### src/rtl/centroid_norm_sched.sv
`timescale 1ns/1ps
`default_nettype none
// ============================================================================
//  Module   : centroid_norm_sched
//  Purpose  : Per-iteration sequencer that clears the centroid half-norm unit,
//             streams every centroid chunk from the buffer, and awaits the result.
//  Revision : 1.0
// ============================================================================
module centroid_norm_sched #(
    parameter int NUM_BANK         = 8,
    parameter int MAX_DEPTH_BITS   = 9,
    parameter int NUM_CLUSTER_BITS = 4,
    parameter int ADDR_BITS        = 12,
    parameter int RD_LAT           = 2,
    parameter int TIMEOUT          = 1024
) (
    input  logic                        clk,
    input  logic                        rst,
    input  logic [MAX_DEPTH_BITS:0]     data_dim,
    input  logic [NUM_CLUSTER_BITS:0]   num_cluster,
    input  logic                        start,
    output logic                        busy,
    output logic                        done,
    output logic                        error,
    input  logic                        mem_wr_busy,
    output logic                        mem_rd_en,
    output logic [ADDR_BITS-1:0]        mem_rd_addr,
    input  logic [NUM_BANK*32-1:0]      mem_rd_data,
    output logic                        norm_rst_n_o,
    output logic [NUM_BANK*32-1:0]      centroid_chunk_o,
    output logic                        centroid_chunk_valid_o,
    input  logic                        norm_valid_i
);

    localparam int c_dim_w = MAX_DEPTH_BITS + 2;
    localparam int c_to_w  = $clog2(TIMEOUT + 1);
    localparam logic [c_to_w-1:0] c_to_last     = c_to_w'(TIMEOUT - 1);
    // Every in-flight bit except the oldest, which is on the output this cycle.
    localparam logic [RD_LAT-1:0] c_vld_pending = RD_LAT'((1 << (RD_LAT - 1)) - 1);

    typedef enum logic [2:0] {
        S_IDLE  = 3'd0,
        S_CLR   = 3'd1,
        S_READ  = 3'd2,
        S_DRAIN = 3'd3,
        S_WAIT  = 3'd4,
        S_DONE  = 3'd5,
        S_ERR   = 3'd6
    } state_t;

    state_t                 r_state;
    logic [ADDR_BITS-1:0]   r_addr;
    logic [ADDR_BITS-1:0]   r_last;
    logic [1:0]             r_clr_cnt;
    logic [c_to_w-1:0]      r_to_cnt;
    logic [RD_LAT-1:0]      r_vld;

    logic [c_dim_w-1:0]     w_chunks;
    logic [ADDR_BITS-1:0]   w_total;
    logic                   w_zero_cfg;
    logic                   w_rd_en;

    // Product is taken modulo 2^ADDR_BITS, matching the truncated total.
    assign w_chunks   = ({1'b0, data_dim} + c_dim_w'(NUM_BANK - 1)) / c_dim_w'(NUM_BANK);
    assign w_total    = ADDR_BITS'(w_chunks) * ADDR_BITS'(num_cluster);
    assign w_zero_cfg = (data_dim == '0) || (num_cluster == '0);
    assign w_rd_en    = (r_state == S_READ) && !mem_wr_busy;

    assign mem_rd_en              = w_rd_en;
    assign mem_rd_addr            = r_addr;
    assign centroid_chunk_o       = mem_rd_data;
    assign centroid_chunk_valid_o = r_vld[RD_LAT-1];

    always_ff @(posedge clk) begin
        if (rst) begin
            r_state      <= S_IDLE;
            busy         <= 1'b0;
            done         <= 1'b0;
            error        <= 1'b0;
            norm_rst_n_o <= 1'b0;
            r_addr       <= '0;
            r_last       <= '0;
            r_clr_cnt    <= '0;
            r_to_cnt     <= '0;
            r_vld        <= '0;
        end else begin
            r_vld <= (r_vld << 1) | RD_LAT'(w_rd_en);
            done  <= 1'b0;
            error <= 1'b0;
            case (r_state)
                S_IDLE: begin
                    norm_rst_n_o <= 1'b1;
                    if (start) begin
                        if (w_zero_cfg) begin
                            done <= 1'b1;
                        end else begin
                            r_state      <= S_CLR;
                            busy         <= 1'b1;
                            norm_rst_n_o <= 1'b0;
                            r_clr_cnt    <= '0;
                            r_addr       <= '0;
                            r_last       <= w_total - ADDR_BITS'(1);
                        end
                    end
                end
                // Two cycles of clear, then one settle cycle before reading.
                S_CLR: begin
                    if (r_clr_cnt == 2'd0) begin
                        r_clr_cnt <= 2'd1;
                    end else if (r_clr_cnt == 2'd1) begin
                        r_clr_cnt    <= 2'd2;
                        norm_rst_n_o <= 1'b1;
                    end else begin
                        r_state <= S_READ;
                    end
                end
                S_READ: begin
                    if (w_rd_en) begin
                        if (r_addr == r_last) begin
                            r_state <= S_DRAIN;
                            r_addr  <= '0;
                        end else begin
                            r_addr <= r_addr + ADDR_BITS'(1);
                        end
                    end
                end
                S_DRAIN: begin
                    if ((r_vld & c_vld_pending) == '0) begin
                        r_state  <= S_WAIT;
                        r_to_cnt <= '0;
                    end
                end
                S_WAIT: begin
                    if (norm_valid_i) begin
                        r_state <= S_DONE;
                        done    <= 1'b1;
                    end else if (r_to_cnt == c_to_last) begin
                        r_state <= S_ERR;
                        error   <= 1'b1;
                    end else begin
                        r_to_cnt <= r_to_cnt + c_to_w'(1);
                    end
                end
                S_DONE, S_ERR: begin
                    r_state <= S_IDLE;
                    busy    <= 1'b0;
                end
                default: begin
                    r_state <= S_IDLE;
                    busy    <= 1'b0;
                end
            endcase
        end
    end

endmodule
`default_nettype wire

### config.mk
export PLATFORM = sky130hd
export DESIGN_NAME = centroid_norm_sched
export DESIGN_NICKNAME = d
export VERILOG_FILES = /design/src/rtl/centroid_norm_sched.sv
export SDC_FILE = /design/constraint.sdc
export NUM_CORES = 1
export LEC_CHECK = 0
export ABC_AREA = 1
export CAP_MARGIN = 20
export CORE_AREA = 2 2 212 214
export DETAILED_ROUTE_END_ITERATION = 8
export DIE_AREA = 0 0 214 216
export PLACE_DENSITY = 0.5
export RECOVER_POWER = 25
export SLEW_MARGIN = 20
export SYNTH_ARGS = -nofsm -noshare
export SYNTH_HDL_FRONTEND = slang
export SYNTH_SLANG_ARGS = --single-unit
### constraint.sdc
create_clock -name clk -period 9.1 [get_ports clk]
set_clock_uncertainty 0.1 [all_clocks]
set_input_delay 1.365 -clock clk [delete_from_list [all_inputs] [get_ports clk]]
set_output_delay 1.365 -clock clk [all_outputs]
set_load 0.1 [all_outputs]
# Word level (Yosys, flattened, before mapping)
# Index checks and enable logic that the tools add are counted.
word_totals:
  elab_cells: 94
  out_inout_bits: 274
  inputBits: 276
  ff_bits: 46
op_classes:
  bitwise_logic: 4
  muxes: 36
  multipliers: 1
  n_addsub: 4
  eq_ne: 19
  reduce_logical: 20
op_table:
  columns: ["operator", "count"]
  rows:
  - ["12-bit 2-to-1 mux", 4]
  - ["11-bit 2-to-1 mux", 3]
  - ["3-bit 2-to-1 mux", 9]
  - ["12-bit case mux with 2 select lines", 1]
  - ["11-bit case mux with 2 select lines", 1]
  - ["2-bit inequality test (second input constant)", 9]
  - ["3-bit case mux with 5 select lines", 1]
  - ["12-bit by 1-bit adder with 12-bit output (second input constant)", 1]
  - ["12-bit equality test", 1]
  - ["8-bit by 5-bit multiplier with 12-bit output", 1]
  - ["4-bit AND reduction", 3]
  - ["12-bit by 1-bit subtractor with 12-bit output (second input constant)", 1]
  - ["10-bit by 3-bit adder with 11-bit output (second input constant)", 1]
  - ["11-bit by 1-bit adder with 11-bit output (second input constant)", 1]
  - ["11-bit by 10-bit equality test with 1-bit output (second input constant)", 1]
  - ["10-bit logical NOT", 1]
  - ["1-bit 2-to-1 mux", 9]
  - ["3-bit AND reduction", 3]
  - ["2-bit 2-to-1 mux", 4]
  - ["8-bit AND reduction", 1]
  - ["3-bit by 2-bit equality test with 1-bit output (second input constant)", 2]
  - ["3-bit inequality test (second input constant)", 2]
  - ["1-bit case mux with 2 select lines", 3]
  - ["2-bit nonzero test", 3]
  - ["other kinds (15)", 18]

# Depth between registers and ports, before layout
# Gate-level depths: netlist (run 1).
depth:
  word_depth: 5
  depth_mapped: 25
  ltp_nobuf: 25

# Worst setup path before layout (run 1)
# OpenSTA, ideal clock, no wires.
synth_path:
  kind: "input port to flip-flop"
  start: "input port data_dim[0]"
  end: "register r_last[11]"
  required_time_ns: 8.883
  t_arrival_ns: 4.730
  path_slack_ns: 4.153
  setup_ns: 0.117
  n_path_buf: 0
  cell_stages: 23
  path_cell_list: "nor2_1 nand2_1 nand3b_1 inv_1 nand2_1 nor2_1 or2_2 nand2_1 nor2_1 fa_1 inv_1 fa_1 fa_1 inv_1 ha_1 nand2_1 nand2_1 o21ai_0 nand3_1 nand3_1 nand2_1 nor2_1 nor2_1"
synth_via:
  elab_chain_len: 4
  elab_cells_between_ends: 7
  cone_classes: "add/sub (2); mul (1); bitwise (1); reduce/logical (3)"
synth_lines:
  columns: ["element", "line", "source"]
  rows:
  - ["start, declared", "19", "input logic [MAX_DEPTH_BITS:0] data_dim,"]
  - ["parallel branches: the longest is 4 deep, another holds 8-bit by 5-bit multiplier with 12-bit output", null, null]
  - ["end signal, assigned", "102", "r_last <= w_total - ADDR_BITS'(1);"]
  - ["end, declared", "53", "logic [ADDR_BITS-1:0] r_last;"]
# Several ways; the timed one is not identified.
# A chain may end at the register's enable or synchronous reset.

# Worst setup path after layout (run 1)
layout_path:
  start: "input port data_dim[4]"
  end: "register r_last[8]"
# Same word-level chain as after synthesis.

==> metrics.cfg, run 1 <==
[cells_and_area]
final_common_cell=nand2_1
drive_gt1_share_pct=3.77
final_nets=957
final_cells=1228
insertedDiodeCount=0
synthToLayoutAreaGrowth_pct=-12.4
final_util_pct=11.7
layout_common_cells=nand2_1, inv_1, nor2_1

[synth]
yosys_warnings=0
yosysUniqueCellTypes=37
post_synth.cell_area_avg_um2=6.85
netlist_area_mm2=0.00587
ys_ff_latch=46
synth.net_count=1178
synth_cells=857
seq_area_frac_synth_pct=15.7

[routing]
drt_iter0_drc=139
vias=4043
dr.pass1.iters=4
wirelength_um=16000
post_drt_wl_per_cell_um=13.0
drc_errors=0
vias_per_cell=3.29
drtAntennaViolNets=0

[sta]
setup_slack_ns=3.67
layout_min_cycle_time_ns=5.43
clock.fmax_mhz=184
whs_ns=0.340
setup_viol=0
rsz0062_at_grt=no
fin_setup_tns_ns=0
worst_pin_slew_ns=1.23
slew_violations=0
final_hold_viol_count=0
fin_crit_sh_pct=59.7
relSlewSlack_pct=17.7

[clocking]
cts.htree.levels=2
clk_path_buf_depth=2
cts.sinks=46
cts_hold_buffers=0
root_buffer=clkbuf_16
ctsResizeCount=0
path_clk_slew_ns=0.06
clk_latency_ns=0.28
cts_setup_buffers=0
cts_buffers=5
cts_tree=yes

[global_route]
grt-ovfl-total=0
grt_max_degree=26
grt_pass1_wl_um=23800
grt_pass1_vias=4089
antenna_found_initial=0
grtUsageTotal_pct=6.61

[power]
power_frac_comb_pct=54.9
ir_worst_vdd_mv=0.105
p_leak_nw=2.11
pwr_density_cell_mw_per_mm2=189
seqPwrFrac_pct=27.2
intPower_mw=0.518
pwr-share-clk_pct=17.9
sw_frac_of_total_pct=46.8
netSwitchingPower_mw=0.456

[place]
place.gp.congestion=0.798
dp_hpwl_um=13500
dp.cells=1221
port_buffers=37
pre_cts_ws_ns=3.35

[floorplanning]
die_w_um=214
dieArea_mm2=0.0462
row_count=77
coreArea_mm2=0.0438
die_h_um=216
initial_utilization_pct=13.4
boundaryPins=550

[worst_setup_path]
critPathCaptureType=flip-flop
cp.required_ns=9.17
critPathSlowestCell=fa_1
crit_type=in2reg
arrival_ns=5.50
crit_chain=clkdlybuf4s50_1 -> nand2_1 -> nand3b_1 -> inv_1 -> nand2_1 -> nor2_1 -> nand2_1 -> nand2_1 -> nand2_1 -> nor2_1 -> fa_1 -> fa_1 -> inv_1 -> fa_1 -> inv_1 -> ha_1 -> inv_1 -> o21bai_1 -> nor2_1 -> o31ai_1 -> a21oi_1 -> o21ai_0 -> nand2_1
critPathMaxFanout=3
slowest_delay_ns=0.52
critPathMostFrequentCell=nand2_1
startpoint_type=input port

[flow_run]
drv_cap=0

[hold_path]
min_path_type=reg2reg

[status]
status=completed

==> power groups by stage <==
stage | registers [mW] | logic, mW | clock network, mW
CTS | 0.265 | 0.541 | 0.180
global route | 0.270 | 0.615 | 0.186
detailed placement | 0.270 | 0.538 | 0
finish | 0.265 | 0.534 | 0.174
floorplan | 0.309 | 0.908 | 0
global placement | 0.269 | 0.536 | 0
==> layer usage <==
| metal | wire (um) | global-route usage (%) |
|---|---|---|
| met4 | 911 | 4.03 |
| met3 | 2400 | 4.36 |
| met1 | 6040 | 6.77 |
| met5 | 41 | 1.04 |
| met2 | 6630 | 9.90 |
==> final timing paths <==
check	start	end	slack, ns	cells past startpoint
worst max register to register	r_state[0]	mem_rd_addr[5]	6.99	8
worst min register to register	r_vld[0]	r_vld[1]	0.34	2
worst min-delay path	r_vld[0]	r_vld[1]	0.34	2
worst max-delay path	data_dim[4]	r_last[8]	3.67	23
==> synthesized netlist by cell type <==
| cell | number | share of area [%] |
|---|---|---|
| buf_4 | 256 | 33 |
| nand2_1 | 154 | 9.8 |
| inv_1 | 113 | 7.2 |
| nor2_1 | 71 | 4.5 |
| dfxtp_1 | 46 | 16 |
| nand3_1 | 35 | 3.0 |
| a21oi_1 | 34 | 2.9 |
| ha_1 | 24 | 5.1 |
| fa_1 | 21 | 7.2 |
| xnor2_1 | 15 | 2.2 |
| nand4_1 | 14 | 1.5 |
| o21ai_0 | 14 | 1.2 |
| xor2_1 | 9 | 1.3 |
| buf_2 | 5 | 0.43 |
| o21bai_1 | 5 | 0.64 |
| clkbuf_1 | 4 | 0.26 |
| inv_2 | 4 | 0.26 |
| nor3_1 | 4 | 0.34 |
| o21ai_1 | 4 | 0.34 |
| a31oi_1 | 3 | 0.32 |
| nor2_2 | 3 | 0.32 |
| nand2_2 | 2 | 0.21 |
| nor2_4 | 2 | 0.38 |
| or2_2 | 2 | 0.21 |
| a21oi_2 | 1 | 0.15 |
| buf_8 | 1 | 0.26 |
| clkinv_1 | 1 | 0.064 |
| nand2_4 | 1 | 0.19 |
| nand3_2 | 1 | 0.17 |
| nand3b_1 | 1 | 0.13 |
| nor3b_1 | 1 | 0.13 |
| o211ai_1 | 1 | 0.13 |
| o21bai_2 | 1 | 0.19 |
| o22ai_1 | 1 | 0.11 |
| o31ai_1 | 1 | 0.13 |
| or2_4 | 1 | 0.15 |
| or3_1 | 1 | 0.11 |
==> worst max-delay path: cells and delay by family <==
family | cells | cell delay [ns]
adders and majority gates | 4 | 1.80
AOI/OAI and AO/OA | 4 | 0.50
and+or+nand+nor | 10 | 1.07
buffers and inverters | 5 | 0.77
==> cells by family (layout without fill, tap and decap cells) <==
| family | after synthesis | after routing | synth area share, % |
|---|---|---|---|
| buffers and inverters | 384 | 163 | 41.2 |
| and+or+nand+nor | 293 | 293 | 21.2 |
| AOI/OAI and AO/OA | 65 | 65 | 6.09 |
| DFF | 46 | 46 | 15.7 |
| adders and majority gates | 45 | 45 | 12.3 |
| xor gates and xnor gates | 24 | 24 | 3.58 |
==> stage by stage <==
step	area (um^2)	total power, mW
floorplan	5870	1.22
global placement	5020	0.805
detailed placement	5020	0.808
CTS	5150	0.986
global route	5150	1.07
finish	5150	0.974
==> registers in the layout, indices dropped and copies added, names as in the netlist <==
name	cells
r_clr_cnt	2
mem_rd_addr	12
norm_rst_n_o	1
r_state	3
r_vld	2
r_last	12
r_to_cnt	11
error	1
done	1
busy	1
==> final cells by class <==
cell class                 instances  area, um^2
fill                            5107       38700
multi-input combinational        427        2530
sequential                        46         921
tap                              592         741
inverter                         118         443
timing repair buffer              38         374
clock buffer                       6         129
clock inverter                     1        7.51
Note: power is estimated with default switching activity, not from simulation.
==> run 2: changes to the inputs <==
Settings changed: CORE_AREA 2 2 212 214 to 2 2 213 215, DIE_AREA 0 0 214 216 to 0 0 215 217, PLACE_DENSITY 0.5 to 0.51.
Clock period 9.1 ns to 4.8 ns, I/O delays scaled along.
==> metrics.cfg, run 2 (same netlist as run 1, synthesis figures left out) <==
[sta]
setup_slack_ns=0.254  ; -3.42 ns
setup_viol=0  ; unchanged
worst_pin_slew_ns=1.07  ; -0.163 ns
clock.fmax_mhz=220
fin_crit_sh_pct=94.7
final_hold_viol_count=0  ; unchanged
rsz0062_at_grt=yes
slew_violations=0  ; unchanged
relSlewSlack_pct=28.3  ; +11 points
layout_min_cycle_time_ns=4.55

[power]
intPower_mw=1.13  ; +120%
pwr_density_cell_mw_per_mm2=376  ; +99%
seqPwrFrac_pct=24.7  ; -2.5 points
power_frac_comb_pct=58.3  ; +3.4 points
finalPower_mw=2.05  ; +110%
sw_frac_of_total_pct=45.1  ; -1.7 points
pwr-share-clk_pct=17.0  ; -0.9 points
ir_worst_vdd_mv=0.160  ; +52%
p_leak_nw=2.25  ; +6.8%
netSwitchingPower_mw=0.926  ; +100%

[place]
dp_hpwl_um=12600  ; -6.7%
placed_area_mm2=0.00521  ; +3.8%
place.gp.congestion=0.766  ; -4.0%
pre_cts_ws_ns=-0.201  ; -3.55 ns
dp.cells=1253  ; +2.6%
port_buffers=37  ; unchanged

[routing]
vias_per_cell=3.34  ; +1.4%
wirelength_um=15400  ; -4.1%
drc_errors=0  ; unchanged
dr.pass1.iters=5  ; +1
post_drt_wl_per_cell_um=12.2  ; -6.6%
drt_iter0_drc=332  ; +140%
vias=4211  ; +4.2%
drtAntennaViolNets=0  ; unchanged

[cells_and_area]
final_util_pct=12.2  ; +0.47 points
layout_common_cells=nand2_1, inv_1, nor2_1
drive_gt1_share_pct=10.4  ; +6.7 points
final_common_cell=nand2_1
final_area_mm2=0.00546  ; +6.0%
insertedDiodeCount=0  ; unchanged
synthToLayoutAreaGrowth_pct=-7.07
fill_cells=5287  ; +3.5%
final_cells=1261  ; +2.7%
final_nets=981  ; +2.5%

[clocking]
clk_path_buf_depth=2  ; unchanged
cts_buffers=5  ; unchanged
path_clk_slew_ns=0.06  ; about the same
root_buffer=clkbuf_16
clk_latency_ns=0.28  ; about the same
cts.htree.levels=2  ; unchanged
cts.sinks=46  ; unchanged
cts_hold_buffers=0  ; unchanged
cts_tree=yes

[flow_run]
drv_cap=0  ; unchanged

[worst_setup_path]
critPathMaxFanout=4  ; +1
startpoint_type=input port
cp.required_ns=4.88  ; -4.29 ns
timing.reg2reg.setup_slack_ns=2.60  ; -4.39 ns
r2r-end=mem_rd_addr[5]
critPathCaptureType=flip-flop
crit_type=in2reg
timing.rr.start=r_state[0]
reg2regPathDepth=8  ; unchanged
arrival_ns=4.63  ; -0.87 ns

[global_route]
grtUsageTotal_pct=6.35  ; -0.26 points
grt-ovfl-total=0  ; unchanged
grt_max_degree=26  ; unchanged
grt_pass1_wl_um=23400  ; -1.7%
grt_pass1_vias=4126  ; +0.90%
antenna_found_initial=0  ; unchanged

[hold_path]
min_to=r_vld[1]
min_path_type=reg2reg
min_from=r_vld[0]
hold_depth=2  ; unchanged

[floorplanning]
coreArea_mm2=0.0447  ; +2.0%
row_count=78  ; +1.3%
initial_utilization_pct=13.1  ; -0.26 points
die_h_um=217  ; +0.46%
boundaryPins=550  ; unchanged
dieArea_mm2=0.0467  ; +0.93%
die_w_um=215  ; +0.47%

[status]
status=completed

-- run 2: changes by cell type in the layout (fill, tap and decap cells not counted), moves of 2 or more --
cell	before	now
inv_2	4	7
nor2_1	71	66
inv_1	113	110
ha_1	24	20
nor2_4	2	5
o21ai_0	14	11
nand2_2	2	7
nor2_2	3	5
o21ai_1	4	7
nand2_1	154	148
buf_4	0	25
ha_4	0	4
-- run 2: cell type report --
cell class | instances | area [um^2] | area share, %
clock inverter | 1 | 5.00 | 0.0917
inverter | 118 | 443 | 8.11
tap | 600 | 751 | 13.8
multi-input combinational | 427 | 2640 | 48.3
sequential | 46 | 921 | 16.9
timing repair buffer | 62 | 561 | 10.3
clock buffer | 7 | 143 | 2.61
-- run 2: repair_timing --
action / CTS / global route
setup endpoints to repair: 0 / 7
gates resized for setup: 0 / 27
setup buffers: 0 / 0
-- run 2: stage by stage --
| step | TNS (ns) | hold slack [ns] |
|---|---|---|
| 5_1_grt | -0.0243 | 0.348 |
| 3_3_place_gp | -0.768 | 0.323 |
| 4_1_cts | 0 | 0.330 |
| 2_1_floorplan | 0 | 0.303 |
| 6_report | 0 | 0.325 |
| 3_5_place_dp | -0.984 | 0.320 |
-- run 2: worst max path at each step --
stage	from	cells past startpoint	endpoint
2_1_floorplan	data_dim[0]	23	r_last[11]
3_3_place_gp	data_dim[4]	23	r_last[10]
3_5_place_dp	data_dim[4]	24	r_last[11]
4_1_cts	data_dim[4]	24	r_last[11]
5_1_grt	data_dim[5]	26	r_last[11]
6_report	data_dim[5]	23	r_last[9]
-- run 2: layer usage --
metal	share of wire, %	wire length, um	GRT usage [%]	vias to the layer above
met2	39	5970	8.66	300
met5	0.22	34	1.25	-
met1	40	6160	7.35	1820
met3	15	2240	3.80	109
li1	-	-	-	1980
met4	6.2	957	4.02	2
-- run 2: power groups by stage --
stage / clock, mW / sequential [mW] / combinational [mW]
finish: 0.348 / 0.507 / 1.20
global route: 0.380 / 0.515 / 1.36
CTS: 0.361 / 0.508 / 1.12
detailed placement: 0 / 0.516 / 1.11
global placement: 0 / 0.514 / 1.11
floorplan: 0 / 0.586 / 1.72
-- run 2: critical path: stages --
cell	delay, ns
clkdlybuf4s50_1	0.48
nand2_1	0.05
nand3b_1	0.19
inv_2	0.10
nand2_4	0.05
nor2_4	0.11
buf_4	0.10
inv_1	0.03
nand2_1	0.09
nor2_1	0.06
fa_1	0.48
fa_1	0.49
inv_1	0.05
fa_1	0.52
inv_1	0.04
ha_1	0.32
nand2_1	0.08
o211ai_1	0.25
nand3_1	0.11
nand2_1	0.10
a21oi_1	0.06
o21ai_1	0.08
nand2_1	0.05
